## src/rtl/adc0808_pkg.sv

```systemverilog
// adc0808_pkg
//   Shared definitions for the ADC0808 responder model: bus geometry,
//   default conversion timing, FSM state encoding and a channel-select
//   helper used to pick one byte out of the flattened channel bus.
package adc0808_pkg;

  localparam int NUM_CH = 8;
  localparam int DATA_W = 8;
  localparam int ADDR_W = 3;

  // 100 us conversion and 2 us start-to-eoc delay at 100 MHz.
  localparam int DEF_CONV_CYCLES = 10000;
  localparam int DEF_EOC_DELAY   = 200;
  localparam int DEF_CNT_W       = 14;

  typedef enum logic [1:0] {
    ST_IDLE  = 2'd0,
    ST_ARMED = 2'd1,
    ST_DELAY = 2'd2,
    ST_CONV  = 2'd3
  } state_t;

  // Channel n occupies values[8n+7:8n].
  function automatic logic [DATA_W-1:0] channel_byte(
    input logic [NUM_CH*DATA_W-1:0] values,
    input logic [ADDR_W-1:0]        ch
  );
    return values[int'(ch)*DATA_W +: DATA_W];
  endfunction

endpackage

```

## src/rtl/adc0808_responder_if.sv

```systemverilog
// adc0808_responder_if
//   Signal bundle between the FPGA-side ADC controller (master) and the
//   ADC0808 responder (slave).
//   master drives : ale, start, oe, addr, ch_values (loopback channel data)
//   slave drives  : eoc, data_out, data_oe, busy, conv_done
interface adc0808_responder_if;
  import adc0808_pkg::*;

  logic                     ale;
  logic                     start;
  logic                     oe;
  logic [ADDR_W-1:0]        addr;
  logic [NUM_CH*DATA_W-1:0] ch_values;
  logic                     eoc;
  logic [DATA_W-1:0]        data_out;
  logic                     data_oe;
  logic                     busy;
  logic                     conv_done;

  modport master (
    output ale, start, oe, addr, ch_values,
    input  eoc, data_out, data_oe, busy, conv_done
  );

  modport slave (
    input  ale, start, oe, addr, ch_values,
    output eoc, data_out, data_oe, busy, conv_done
  );

endinterface

```

## src/rtl/adc_edge_detect.sv

```systemverilog
// adc_edge_detect
//   Registers a synchronous level and reports its rising and falling edges
//   relative to the previous clock.
//   clk  in  : system clock
//   rst  in  : asynchronous active-high reset (clears the history register)
//   d    in  : level to watch
//   q    out : registered copy of d
//   rise out : d & ~q
//   fall out : ~d & q
module adc_edge_detect (
  input  logic clk,
  input  logic rst,
  input  logic d,
  output logic q,
  output logic rise,
  output logic fall
);

  // History register holding last clock's level.
  always_ff @(posedge clk or posedge rst) begin
    if (rst) begin
      q <= 1'b0;
    end else begin
      q <= d;
    end
  end

  assign rise = d & ~q;
  assign fall = ~d & q;

endmodule

```

## src/rtl/adc0808_responder.sv

```systemverilog
// adc0808_responder
//   Behavioural stand-in for an ADC0808 chip, answering the FPGA-side ADC
//   controller for loopback and bring-up. Latches a channel address on ale,
//   runs a timed conversion after a start pulse (eoc drops EOC_DELAY clocks
//   after start falls, rises again CONV_CYCLES later) and returns the sampled
//   byte on data_out while oe is high.
//   CLK100MHZ in : system clock
//   reset     in : asynchronous active-high reset
//   bus       slave modport of adc0808_responder_if
//     ale/start/oe/addr/ch_values in, eoc/data_out/data_oe/busy/conv_done out
module adc0808_responder
  import adc0808_pkg::*;
#(
  parameter int CONV_CYCLES = DEF_CONV_CYCLES,
  parameter int EOC_DELAY   = DEF_EOC_DELAY,
  parameter int CNT_W       = DEF_CNT_W
) (
  input  logic                CLK100MHZ,
  input  logic                reset,
  adc0808_responder_if.slave  bus
);

  localparam logic [CNT_W-1:0] DELAY_LAST = CNT_W'(EOC_DELAY - 1);
  localparam logic [CNT_W-1:0] CONV_LAST  = CNT_W'(CONV_CYCLES - 1);

  state_t            state;
  logic [CNT_W-1:0]  cnt;
  logic [ADDR_W-1:0] addr_latch;
  logic [ADDR_W-1:0] addr_sel;
  logic [DATA_W-1:0] sample;
  logic [DATA_W-1:0] result;
  logic [DATA_W-1:0] data_gated;
  logic              eoc;
  logic              busy;
  logic              conv_done;

  logic start_q;
  logic start_rise;
  logic start_fall;
  logic ale_q;
  logic ale_rise;
  logic ale_fall;
  logic unused_edges;

  adc_edge_detect u_start_edge (
    .clk  (CLK100MHZ),
    .rst  (reset),
    .d    (bus.start),
    .q    (start_q),
    .rise (start_rise),
    .fall (start_fall)
  );

  adc_edge_detect u_ale_edge (
    .clk  (CLK100MHZ),
    .rst  (reset),
    .d    (bus.ale),
    .q    (ale_q),
    .rise (ale_rise),
    .fall (ale_fall)
  );

  // The address latch is level-transparent, so only start's edges matter.
  assign unused_edges = start_q ^ ale_q ^ ale_rise ^ ale_fall;

  // Transparent-while-high address latch, realised as a clocked load.
  always_ff @(posedge CLK100MHZ or posedge reset) begin
    if (reset) begin
      addr_latch <= 3'd0;
    end else if (bus.ale) begin
      addr_latch <= bus.addr;
    end else begin
      addr_latch <= addr_latch;
    end
  end

  // An ale pulse coincident with the start fall wins over the stored address.
  always_comb begin
    addr_sel = addr_latch;
    if (bus.ale) begin
      addr_sel = bus.addr;
    end else begin
      addr_sel = addr_latch;
    end
  end

  // Conversion FSM with its counter, sample/result registers and status flags.
  always_ff @(posedge CLK100MHZ or posedge reset) begin
    if (reset) begin
      state     <= ST_IDLE;
      cnt       <= '0;
      sample    <= 8'h00;
      result    <= 8'h00;
      eoc       <= 1'b1;
      busy      <= 1'b0;
      conv_done <= 1'b0;
    end else begin
      conv_done <= 1'b0;
      case (state)
        ST_IDLE: begin
          if (start_rise) begin
            state <= ST_ARMED;
            busy  <= 1'b1;
            cnt   <= '0;
          end
        end
        ST_ARMED: begin
          // SAR held in reset while start stays high.
          if (start_fall) begin
            state  <= ST_DELAY;
            sample <= channel_byte(bus.ch_values, addr_sel);
            cnt    <= '0;
          end
        end
        ST_DELAY: begin
          if (start_rise) begin
            state <= ST_ARMED;
            eoc   <= 1'b1;
            cnt   <= '0;
          end else if (cnt == DELAY_LAST) begin
            state <= ST_CONV;
            eoc   <= 1'b0;
            cnt   <= '0;
          end else begin
            cnt <= cnt + 1'b1;
          end
        end
        ST_CONV: begin
          if (start_rise) begin
            // Abort: the previous result stays visible, no completion pulse.
            state <= ST_ARMED;
            eoc   <= 1'b1;
            cnt   <= '0;
          end else if (cnt == CONV_LAST) begin
            state     <= ST_IDLE;
            result    <= sample;
            eoc       <= 1'b1;
            busy      <= 1'b0;
            conv_done <= 1'b1;
            cnt       <= '0;
          end else begin
            cnt <= cnt + 1'b1;
          end
        end
        default: begin
          state <= ST_IDLE;
          eoc   <= 1'b1;
          busy  <= 1'b0;
          cnt   <= '0;
        end
      endcase
    end
  end

  // Output gating follows oe combinationally so the pins tri-state promptly.
  always_comb begin
    data_gated = 8'h00;
    if (bus.oe) begin
      data_gated = result;
    end else begin
      data_gated = 8'h00;
    end
  end

  assign bus.data_out  = data_gated;
  assign bus.data_oe   = bus.oe;
  assign bus.eoc       = eoc;
  assign bus.busy      = busy;
  assign bus.conv_done = conv_done;

endmodule
```

## src/flat_wrapper.sv

```systemverilog
// flat-port wrapper written by rule: the top's interface ports become plain ports
module adc0808_responder_flat import adc0808_pkg::*;
#(
  parameter int CONV_CYCLES = DEF_CONV_CYCLES,
  parameter int EOC_DELAY   = DEF_EOC_DELAY,
  parameter int CNT_W       = DEF_CNT_W
)
  (CLK100MHZ, reset, bus_ale, bus_start, bus_oe, bus_addr, bus_ch_values, bus_eoc, bus_data_out, bus_data_oe, bus_busy, bus_conv_done);
  adc0808_responder_if bus_i ();
  input  logic CLK100MHZ;
  input  logic reset;
  input wire logic [$bits(bus_i.ale)-1:0] bus_ale;
  input wire logic [$bits(bus_i.start)-1:0] bus_start;
  input wire logic [$bits(bus_i.oe)-1:0] bus_oe;
  input wire logic [$bits(bus_i.addr)-1:0] bus_addr;
  input wire logic [$bits(bus_i.ch_values)-1:0] bus_ch_values;
  output wire logic [$bits(bus_i.eoc)-1:0] bus_eoc;
  output wire logic [$bits(bus_i.data_out)-1:0] bus_data_out;
  output wire logic [$bits(bus_i.data_oe)-1:0] bus_data_oe;
  output wire logic [$bits(bus_i.busy)-1:0] bus_busy;
  output wire logic [$bits(bus_i.conv_done)-1:0] bus_conv_done;
  assign bus_i.ale = bus_ale;
  assign bus_i.start = bus_start;
  assign bus_i.oe = bus_oe;
  assign bus_i.addr = bus_addr;
  assign bus_i.ch_values = bus_ch_values;
  assign bus_eoc = bus_i.eoc;
  assign bus_data_out = bus_i.data_out;
  assign bus_data_oe = bus_i.data_oe;
  assign bus_busy = bus_i.busy;
  assign bus_conv_done = bus_i.conv_done;
  adc0808_responder #(.CONV_CYCLES(CONV_CYCLES), .EOC_DELAY(EOC_DELAY), .CNT_W(CNT_W)) u_core (.CLK100MHZ(CLK100MHZ), .reset(reset), .bus(bus_i));
endmodule
```

## config.mk

```make
export PLATFORM = sky130hd
export DESIGN_NAME = adc0808_responder_flat
export DESIGN_NICKNAME = d
export VERILOG_FILES = /design/src/rtl/adc0808_pkg.sv /design/src/rtl/adc0808_responder_if.sv /design/src/rtl/adc_edge_detect.sv /design/src/rtl/adc0808_responder.sv /design/src/flat_wrapper.sv
export SDC_FILE = /design/constraint.sdc
export NUM_CORES = 1
export LEC_CHECK = 0
export BUFFER_PORTS_ARGS = -buffer_cell sky130_fd_sc_hd__buf_2
export CELL_PAD_IN_SITES_DETAIL_PLACEMENT = 0
export CELL_PAD_IN_SITES_GLOBAL_PLACEMENT = 1
export CORE_AREA = 2 2 86 88
export DETAILED_ROUTE_END_ITERATION = 6
export DIE_AREA = 0 0 88 90
export HOLD_SLACK_MARGIN = 0.03
export MAX_ROUTING_LAYER = met4
export PLACE_DENSITY = 0.88
export REMOVE_ABC_BUFFERS = 1
export SLEW_MARGIN = 25
export SYNTH_ARGS = -nofsm -noshare
export SYNTH_HDL_FRONTEND = slang
export SYNTH_SLANG_ARGS = --single-unit
```

## constraint.sdc

```tcl
create_clock -name CLK100MHZ -period 2.5 [get_ports CLK100MHZ]
set_clock_uncertainty 0.1 [all_clocks]
set_input_delay 0.375 -clock CLK100MHZ [delete_from_list [all_inputs] [get_ports CLK100MHZ]]
set_output_delay 0.375 -clock CLK100MHZ [all_outputs]
set_load 0.02 [all_outputs]
```

; ---- Word level (Yosys, flattened, before mapping)
; Index checks and enable logic that the tools add are counted.
[op_classes]
n_mul = 0
n_mux = 28
magnitude_cmp = 0
div_mod_pow = 0
n_addsub = 1
reduce_logical = 9
eq_ne = 11
n_shift = 1
bitwise_logic = 5
[op_table]
columns = op, n
row1 = 2-to-1 mux 14 bit, 6
row2 = indexed part select 64 x 7 -> 8 bit, 1
row3 = case mux 14 bit (4 select lines), 1
row4 = "adder 14 x 1 -> 14 bit, second input constant", 1
row5 = "equality test 14 bit, second input constant", 1
row6 = "equality test 14 x 8 -> 1 bit, second input constant", 1
row7 = 2-to-1 mux 2 bit, 6
row8 = 2-to-1 mux 1 bit, 10
row9 = 2-to-1 mux 8 bit, 1
row10 = case mux 2 bit (4 select lines), 1
row11 = AND reduction 4 bit, 2
row12 = "inequality test 2 x 1 -> 1 bit, second input constant", 3
row13 = "inequality test 3 x 1 -> 1 bit, second input constant", 2
row14 = AND reduction 3 bit, 2
row15 = "equality test 2 bit, second input constant", 2
row16 = case mux 1 bit (2 select lines), 2
row17 = AND reduction 2 bit, 2
row18 = nonzero test 2 bit, 2
row19 = 2-to-1 mux 3 bit, 1
row20 = inverter 1 bit, 3
row21 = AND 1 bit, 2
row22 = "equality test 2 x 1 -> 1 bit, second input constant", 1
row23 = logical NOT 2 bit, 1
row24 = "inequality test 2 bit, second input constant", 1
[word_totals]
mem_bits_rw = 0
mem_count = 0
wordCells = 64
mem_bits_ro = 0
regBits = 39
latchBits = 0
output_inout_bits = 12

; ---- Depth between registers and ports, before layout
; Gate-level depths: netlist of the first run.
[depth]
word_depth = 4
mapped_depth = 8

; ---- Hierarchy
; From an unflattened synthesis of the first run, not the netlist that was laid out.
[unflattened]
hier_cells = 300
hier_area_um2 = 2396.0
[modules_own_cells]
columns = mod, area_per_inst_um2, instances, cells_per_inst, seq_area_each_um2
row1 = adc0808_responder, 2352.3, 1, 296, 952.2
row2 = adc_edge_detect, 43.8, 1, 4, 25.0

; ---- Least setup slack after synthesis of the first run
; OpenSTA, ideal clock, no wires.
[synth_timing]
path_type = reg-to-reg
startpoint = register u_core.cnt[0]
endpoint = register u_core.result[0]
required_time_ns = 2.275
n_path_buf = 1
synth_period_minus_slack_ns = 1.895
path_slack_ns = 0.605
arrival_ns = 1.670
path_stages_with_launch = 7
cell_sequence = dfrtp_1 -> ha_1 -> and3_1 -> nand4b_2 -> or3_1 -> buf_6 -> mux2_4
[synth_via]
elab_chain_len = 2
[synth_rtl]
columns = item, line
row1 = "start, declared", adc0808_responder.sv:27  ; logic [CNT_W-1:0] cnt;
row2 = "start signal, assigned", adc0808_responder.sv:125  ; cnt <= cnt + 1'b1;
row3 = "start signal, assigned", adc0808_responder.sv:142  ; cnt <= cnt + 1'b1;
row4 = equality test 14 bit, adc0808_responder.sv:134  ; end else if (cnt == CONV_LAST) begin
row5 = AND reduction 3 bit (no line), --
row6 = "end signal, assigned", adc0808_responder.sv:136  ; result <= sample;
row7 = "end, declared", adc0808_responder.sv:31  ; logic [DATA_W-1:0] result;
; No other way between the ends.
; A chain may end at the register's enable or synchronous reset.

; ---- Worst setup path after layout of the first run
[layout_timing]
startpoint = register u_core.cnt[0]
endpoint = register u_core.result[2]
; The elaborated chain is that of the path after synthesis.

==> results of run 1 <==
-- metal layers --
layer / GRT usage (%) / vias to the layer above
met5: - / -
met4: 4.62 / 0
met3: 2.75 / 9
met2: 27.7 / 93
met1: 22.3 / 1044
li1: - / 1200
-- metrics by stage --
step,utilization (%),power (µW),worst slack [ns]
final,43.7,2010,0.289
after global routing,43.7,2160,0.164
after CTS,43.7,2030,0.287
after detailed placement,41.9,1460,0.302
after global placement,41.9,1440,0.390
after floorplan,-,1210,-0.683
-- sequential cells by signal, indices dropped and copies added (netlist names) --
name and cells:
u_core.bus.busy 1, u_core.bus.conv_done 1, u_core.state 2, u_core.result 8, u_core.sample 8, u_core.u_start_edge.q 1, u_core.bus.eoc 1, u_core.addr_latch 3
u_core.cnt 14
-- area by class of cell --
type,instances,area share [%]
clock inverter,2,1.27
tap,99,4.04
timing repair buffer,92,15.8
sequential,39,31.9
multi-input combinational,233,43.3
inverter,9,1.10
clock buffer,6,2.69
-- cells by family (layout without fill, tap and decap cells) --
kind of cell	Yosys count	in the layout
simple gates	174	174
compound gates	44	44
buf+inv	22	109
flops	39	39
mux	10	10
fa+ha+maj	2	2
xor+xnor	3	3
-- worst register-to-register path, delay by kind of cell, from the launching register on --
family,cells,cell delay [ns]
adders and majority gates,1,0.20
DFF,1,0.42
muxes,1,0.38
and+or+nand+nor,3,1.02
-- report_power, final --
part / internal (µW) / switching, µW / leakage (µW) / total [µW]
combinational: 249 / 355 / 0.000997 / 605
sequential: 741 / 97.3 / 0.000510 / 838
clock: 328 / 237 / 0.0000618 / 565
-- layout by cell type (no fill, tap or decap), drive strengths merged, types with 2 or more instances in the layout --
| master | Yosys | routed |
|---|---|---|
| nand3 | 36 | 36 |
| o21ai | 18 | 18 |
| or3 | 4 | 4 |
| a41oi | 2 | 2 |
| and2 | 10 | 10 |
| ha | 2 | 2 |
| nand2 | 89 | 89 |
| buf | 5 | 92 |
| nor2b | 2 | 2 |
| nor2 | 6 | 6 |
| a21oi | 7 | 7 |
| and3 | 2 | 2 |
| mux2 | 8 | 8 |
| nor3b | 5 | 5 |
| xnor2 | 3 | 3 |
| clkbuf | 8 | 6 |
| o22ai | 2 | 2 |
| o32ai | 2 | 2 |
| mux2i | 2 | 2 |
| inv | 9 | 10 |
| a31oi | 3 | 3 |
| nand2b | 2 | 2 |
| nand4 | 10 | 10 |
| a22o | 2 | 2 |
| a21o | 3 | 3 |
| dfrtp | 38 | 38 |
| nor3 | 2 | 2 |
-- cell usage after synthesis (all sizes together) (2+ instances only) --
cell / count
o32ai: 2
or3: 4
o21ai: 18
clkbuf: 8
a21oi: 7
and3: 2
mux2: 8
nand3: 36
a41oi: 2
buf: 5
a22o: 2
and2: 10
nor3: 2
xnor2: 3
o22ai: 2
inv: 9
a21o: 3
dfrtp: 38
nand2b: 2
nand2: 89
nand4: 10
a31oi: 3
nor2: 6
nor2b: 2
ha: 2
mux2i: 2
nor3b: 5
-- final timing paths --
kind / startpoint / end / slack [ns]
hold reg to reg: u_core.sample[5] / u_core.sample[5] / 0.39
setup reg to reg: u_core.cnt[0] / u_core.result[2] / 0.29
setup / recovery: u_core.cnt[0] / u_core.result[2] / 0.29
max in group asynchronous: reset / u_core.bus.eoc / 1.86
min in group CLK100MHZ: bus_start / u_core.u_start_edge.q / 0.12
hold / removal: reset / u_core.addr_latch[0] / 0.08
==> results.txt, run 1 <==
----------------------------------------------------
[Logic synthesis]
  Cell types with the largest area share after synthesis ... sky130_fd_sc_hd__dfrtp_1, sky130_fd_sc_hd__nand2_1, sky130_fd_sc_hd__nand3_1
  Average cell area after synthesis ... 8.17 µm²
  Main synth FF type ... sky130_fd_sc_hd__dfrtp_1
  #FFs+latches synth ... 39
  Synth cell types ... 44
  Post-synth ARST share ... 100%
  Dominant combinational cell family by area after synthesis ... simple AND/OR/NAND/NOR gates
  Share of Yosys cell area claimed by the top area cell type ... 39.6%
  Area fraction in compound gates after synthesis ... 11.9%
  Netlist Area Pre-Place ... 2400 µm²
  Multiplexer share of the synthesized area ... 5.83%
  Fraction of the yosys area taken by sequential cells ... 40.7%
  Total number of yosys warnings ... 0
  Simple-gate portion of the synthesized area ... 35.2%
  Syn Inst Count ... 294
  Post-synthesis xor/xnor area fraction ... 1.09%
  Library cell occupying the most area in the post-synthesis netlist ... sky130_fd_sc_hd__dfrtp_1
  Post-Synth Adder-Cell Area ... 1.04%
  Number of flops mapped to enable cells by yosys ... 0

[Timing]
  Minimum hold slack ... 0.0803 ns
  Number of max-slew violations in the final report ... 0
  Final Cycle Share ... 88.4%
  Upper clock frequency limit ... 452 MHz
  RSZ-0062 raised after global routing ... no
  Number of failing hold endpoints at the final stage ... 0
  Rel. slew slack ... 39.7%
  Transition at the pin with the smallest max-transition slack ... 0.904 ns
  Final critical delay including setup and external delays ... 2.21 ns
  TNS Setup ... 0 ns
  Final number of setup-violating endpoints ... 0

[CTS]
  Post-CTS Hold Fix Bufs ... 0
  Post-CTS Setup Repair Bufs ... 0
  Clock latency at the later pin of the worst-skew pair ... 0.29 ns
  CTS Buf Count ... 5
  # resized after CTS ... 0
  Clock tree from TritonCTS ... done
  Maximum count of clock buffers along a single path ... 2
  Clock Tree Root ... sky130_fd_sc_hd__clkbuf_8
  Total number of clock tree sinks ... 39
  H-tree lvl count ... 2
  Post-CTS clock slew at the launch and capture registers of the worst setup and hold paths ... 0.08 ns

[Placement]
  Post-detailed-placement cell area ... 2940 µm²
  Cells after DPL ... 472
  Placer Congestion ... 0.871
  Sum of net half-perimeters after detailed placement ... 4800 µm
  Input/output buffers ... 83

[Floorplanning]
  Core area ... 7020 µm²
  Total I/O pin count ... 84
  # rows ... 31
  Die ar. ... 7920 µm²
  Horiz. Die Dim ... 88 µm
  Die Height ... 90 µm
  Initial core utilization ... 34.2%

[Route]
  Via-per-instance ratio ... 4.89
  Antenna violation net count after detailed routing ... 0
  First-pass iteration count of the detailed router ... 4
  DRC violation count after routing ... 0
  Total number of vias ... 2346
  Post-Route M1 WL ... 2790 µm
  Routed WL per cell ... 12.9 µm
  WL met2 ... 2910 µm
  Drt total wl ... 6190 µm
  Top Layer Used ... met4
  Detailed router's first-iteration violation count ... 92
  WL met3 ... 404 µm

[Power]
  Maximum VDD drop ... 0.263 mV
  Power per cell area ... 655 nW/µm²
  Leakage power ... 0.00157 µW

[Final layout]
  Count of inserted antenna diode cells ... 0
  Multi-input gate area ... 1330 µm²
  Layout overhead on the synthesized area ... 27.6%
  Footprint of the flip-flops and latches ... 977 µm²
  Count of fill cells added during filler insertion ... 717
  Net count of the finished layout ... 454
  Non-filler cells in the finished layout ... 480
  Share of layout cells above drive strength 1 ... 30.2%
  Design area ... 3070 µm²

[Global route]
  Pin count of the biggest net entering global routing ... 40
  GRT overflow ... 0
  GR Util All Layers ... 17.2%
  Number of antenna violations at the first check in global routing ... 0
  Via count of the first global-routing pass ... 2301
  Global-route wire length before repair ... 10700 µm

[Run status]
  Status ... complete, no violations

[Setup path]
  Required time of the worst setup path ... 2.58 ns
  Worst Path Arrival ... 2.29 ns
  Cell type of the slowest stage on the worst timing path ... sky130_fd_sc_hd__or3_1
  Cell count of the worst reg-to-reg path ... 5
  Kind of cell with the highest combined delay on the critical path ... simple AND/OR/NAND/NOR gates
  Setup crit start kind ... register
  Count of buffering cells on the critical path with inverters included ... 0
  Number of cells on the critical path ... 5
  List of cells traversed by the critical path ... ha_1 -> and3_1 -> nand4b_2 -> or3_1 -> mux2_4
  Slowest stage delay, CP ... 0.59 ns
  Crit path kind ... reg -> reg
  Kind of end point of the critical path ... register
  Critical path peak fanout ... 10

[Hold path]
  Min-delay worst type ... in -> async

[Job]
  # Max-Cap Violations ... 0

----------------------------------------------------
(Power assumes the default switching activity.)
==> inputs of run 2 (changes only) <==
--- a/config.mk
+++ b/config.mk
@@ -9,10 +9,10 @@
 export CELL_PAD_IN_SITES_DETAIL_PLACEMENT = 0
 export CELL_PAD_IN_SITES_GLOBAL_PLACEMENT = 1
-export CORE_AREA = 2 2 86 88
+export CORE_AREA = 2 2 85 87
 export DETAILED_ROUTE_END_ITERATION = 6
-export DIE_AREA = 0 0 88 90
+export DIE_AREA = 0 0 87 89
 export HOLD_SLACK_MARGIN = 0.03
 export MAX_ROUTING_LAYER = met4
-export PLACE_DENSITY = 0.88
+export PLACE_DENSITY = 0.9
 export REMOVE_ABC_BUFFERS = 1
 export SLEW_MARGIN = 25
--- a/constraint.sdc
+++ b/constraint.sdc
@@ -3,3 +3,3 @@
 set_input_delay 0.375 -clock CLK100MHZ [delete_from_list [all_inputs] [get_ports CLK100MHZ]]
 set_output_delay 0.375 -clock CLK100MHZ [all_outputs]
-set_load 0.02 [all_outputs]
+set_load 0.01 [all_outputs]
==> results.txt, run 2 (synthesized netlist as in run 1, its figures left out) <==
----------------------------------------------------
[Timing]
  Minimum hold slack ... 0.0866 ns (was 0.0803 ns)
  TNS Setup ... 0 ns (unchanged)
  Transition at the pin with the smallest max-transition slack ... 0.882 ns (was 0.904 ns)
  Rel. slew slack ... 41.1% (was 39.7%)
  Number of max-slew violations in the final report ... 0 (unchanged)
  Final Cycle Share ... 87.6% (was 88.4%)
  Number of failing hold endpoints at the final stage ... 0 (unchanged)
  Worst-case setup margin in the final layout ... 0.310 ns (was 0.289 ns)
  RSZ-0062 raised after global routing ... no (unchanged)
  Final number of setup-violating endpoints ... 0 (unchanged)
  Final critical delay including setup and external delays ... 2.19 ns (was 2.21 ns)
  Upper clock frequency limit ... 457 MHz (was 452 MHz)

[Job]
  # Max-Cap Violations ... 0 (unchanged)

[Setup path]
  Setup crit start kind ... register (unchanged)
  Kind of cell with the highest combined delay on the critical path ... compound AO/OA/AOI/OAI gates (was simple AND/OR/NAND/NOR gates)
  Slowest stage delay, CP ... 0.43 ns (was 0.59 ns)
  Worst Path Arrival ... 2.27 ns (was 2.29 ns)
  Critical path peak fanout ... 8 (was 10)
  Crit path kind ... reg -> reg (unchanged)
  Required time of the worst setup path ... 2.58 ns (about the same)
  Kind of end point of the critical path ... register (unchanged)
  Count of buffering cells on the critical path with inverters included ... 1 (was 0)
  List of cells traversed by the critical path ... ha_1 -> nor4b_1 -> nand4_1 -> a32oi_2 -> buf_4 -> o21ai_0 -> a21o_1 (was ha_1 -> and3_1 -> nand4b_2 -> or3_1 -> mux2_4)
  Cell type of the slowest stage on the worst timing path ... sky130_fd_sc_hd__dfrtp_1 (was sky130_fd_sc_hd__or3_1)

[CTS]
  Clock tree from TritonCTS ... done (unchanged)
  Post-CTS clock slew at the launch and capture registers of the worst setup and hold paths ... 0.08 ns (about the same)
  CTS Buf Count ... 5 (unchanged)
  Total number of clock tree sinks ... 39 (unchanged)
  Clock latency at the later pin of the worst-skew pair ... 0.30 ns (was 0.29 ns)
  Clock Tree Root ... sky130_fd_sc_hd__clkbuf_8 (unchanged)
  H-tree lvl count ... 2 (unchanged)
  Post-CTS Setup Repair Bufs ... 0 (unchanged)
  Post-CTS Hold Fix Bufs ... 0 (unchanged)
  # resized after CTS ... 0 (unchanged)
  Maximum count of clock buffers along a single path ... 2 (unchanged)

[Global route]
  GR Util All Layers ... 17.1% (was 17.2%)
  Via count of the first global-routing pass ... 2293 (was 2301)
  Global-route wire length before repair ... 10400 µm (was 10700 µm)
  Number of antenna violations at the first check in global routing ... 0 (unchanged)
  Pin count of the biggest net entering global routing ... 40 (unchanged)
  GRT overflow ... 0 (unchanged)

[Power]
  Maximum VDD drop ... 0.243 mV (was 0.263 mV)
  Power per cell area ... 644 nW/µm² (was 655 nW/µm²)
  Leakage power ... 0.00156 µW (was 0.00157 µW)
  Final total power ... 1950 µW (was 2010 µW)

[Route]
  Drt total wl ... 6060 µm (was 6190 µm)
  Detailed router's first-iteration violation count ... 106 (was 92)
  Total number of vias ... 2363 (was 2346)
  DRC violation count after routing ... 0 (unchanged)
  Routed WL per cell ... 13.1 µm (was 12.9 µm)
  Antenna violation net count after detailed routing ... 0 (unchanged)
  First-pass iteration count of the detailed router ... 4 (unchanged)
  Via-per-instance ratio ... 5.13 (was 4.89)

[Final layout]
  Multi-input gate area ... 1330 µm² (unchanged)
  Count of fill cells added during filler insertion ... 677 (was 717)
  Footprint of the flip-flops and latches ... 977 µm² (unchanged)
  Layout overhead on the synthesized area ... 26.3% (was 27.6%)
  Largest registers ... u_core.cnt (14), u_core.result (8), u_core.sample (8) (unchanged)
  Top library cells by usage in the layout, fill and taps aside ... sky130_fd_sc_hd__nand2_1, sky130_fd_sc_hd__buf_2, sky130_fd_sc_hd__dfrtp_1 (unchanged)
  Net count of the finished layout ... 454 (unchanged)
  Share of layout cells above drive strength 1 ... 30.2% (unchanged)
  Count of inserted antenna diode cells ... 0 (unchanged)
  Top register by number of flip-flops ... u_core.cnt (unchanged)
  Non-filler cells in the finished layout ... 461 (was 480)
  Number of flip-flops in the largest register ... 14 (unchanged)
  Most common library cell in the layout ignoring fill and taps ... sky130_fd_sc_hd__nand2_1 (unchanged)

[Placement]
  Post-Place Worst Slack ... 0.312 ns (was 0.302 ns)
  Placer Congestion ... 0.886 (was 0.871)
  Sum of net half-perimeters after detailed placement ... 4690 µm (was 4800 µm)
  Cells after DPL ... 453 (was 472)
  Input/output buffers ... 83 (unchanged)

[Run status]
  Status ... complete, no violations (unchanged)

[Floorplanning]
  Total I/O pin count ... 84 (unchanged)
  Horiz. Die Dim ... 87 µm (was 88 µm)
  # rows ... 30 (was 31)
  Core area ... 6720 µm² (was 7020 µm²)
  Initial core utilization ... 35.8% (was 34.2%)
  Die ar. ... 7740 µm² (was 7920 µm²)
  Die Height ... 89 µm (was 90 µm)

[Hold path]
  Min-delay worst type ... in -> async (unchanged)

----------------------------------------------------
## run 2: cell count changes in the layout (fill, tap and decap cells not counted), sizes merged
cell,before,now
clkbuf,6,5
inv,10,9
clkinv,0,2
## run 2: through the flow
stage	utilization (%)	cell area, µm²
after floorplan	-	2330
after global placement	43.5	2920
after detailed placement	43.5	2920
after CTS	45.1	3030
after global routing	45.1	3030
final	45.1	3030
## run 2: final timing paths
check	slack, ns	cells after the start	startpoint	endpoint
max	0.31	7	u_core.cnt[0]	u_core.cnt[4]
max in group asynchronous	1.85	3	reset	u_core.bus.eoc
max reg2reg	0.31	7	u_core.cnt[0]	u_core.cnt[4]
min	0.09	3	reset	u_core.cnt[2]
min in group CLK100MHZ	0.12	1	bus_start	u_core.u_start_edge.q
min reg2reg	0.39	2	u_core.sample[3]	u_core.sample[3]
## run 2: final cells by class
type,count,area share (%)
inverters,9,1.11
multi-input cells,233,43.7
flip-flops and latches,39,32.2
well taps,80,3.30
clock buffers,5,2.27
clock inverters,3,1.44
repair buffers,92,15.9
## run 2: worst reg2reg max path: stages (launching register included)
cell	delay, ns
sky130_fd_sc_hd__dfrtp_1	0.43
sky130_fd_sc_hd__ha_1	0.23
sky130_fd_sc_hd__nor4b_1	0.24
sky130_fd_sc_hd__nand4_1	0.19
sky130_fd_sc_hd__a32oi_2	0.40
sky130_fd_sc_hd__buf_4	0.22
sky130_fd_sc_hd__o21ai_0	0.08
sky130_fd_sc_hd__a21o_1	0.20
## run 2: where the power goes
part / switching, µW / internal [µW]
logic: 338 / 249
clock network: 229 / 297
registers: 97.6 / 741
total: 665 / 1290
## run 2: metal layers
metal,track usage [%],routed length (µm)
met5,-,0
met4,4.26,63
met3,2.86,395
met2,28.5,2790
met1,21.8,2810
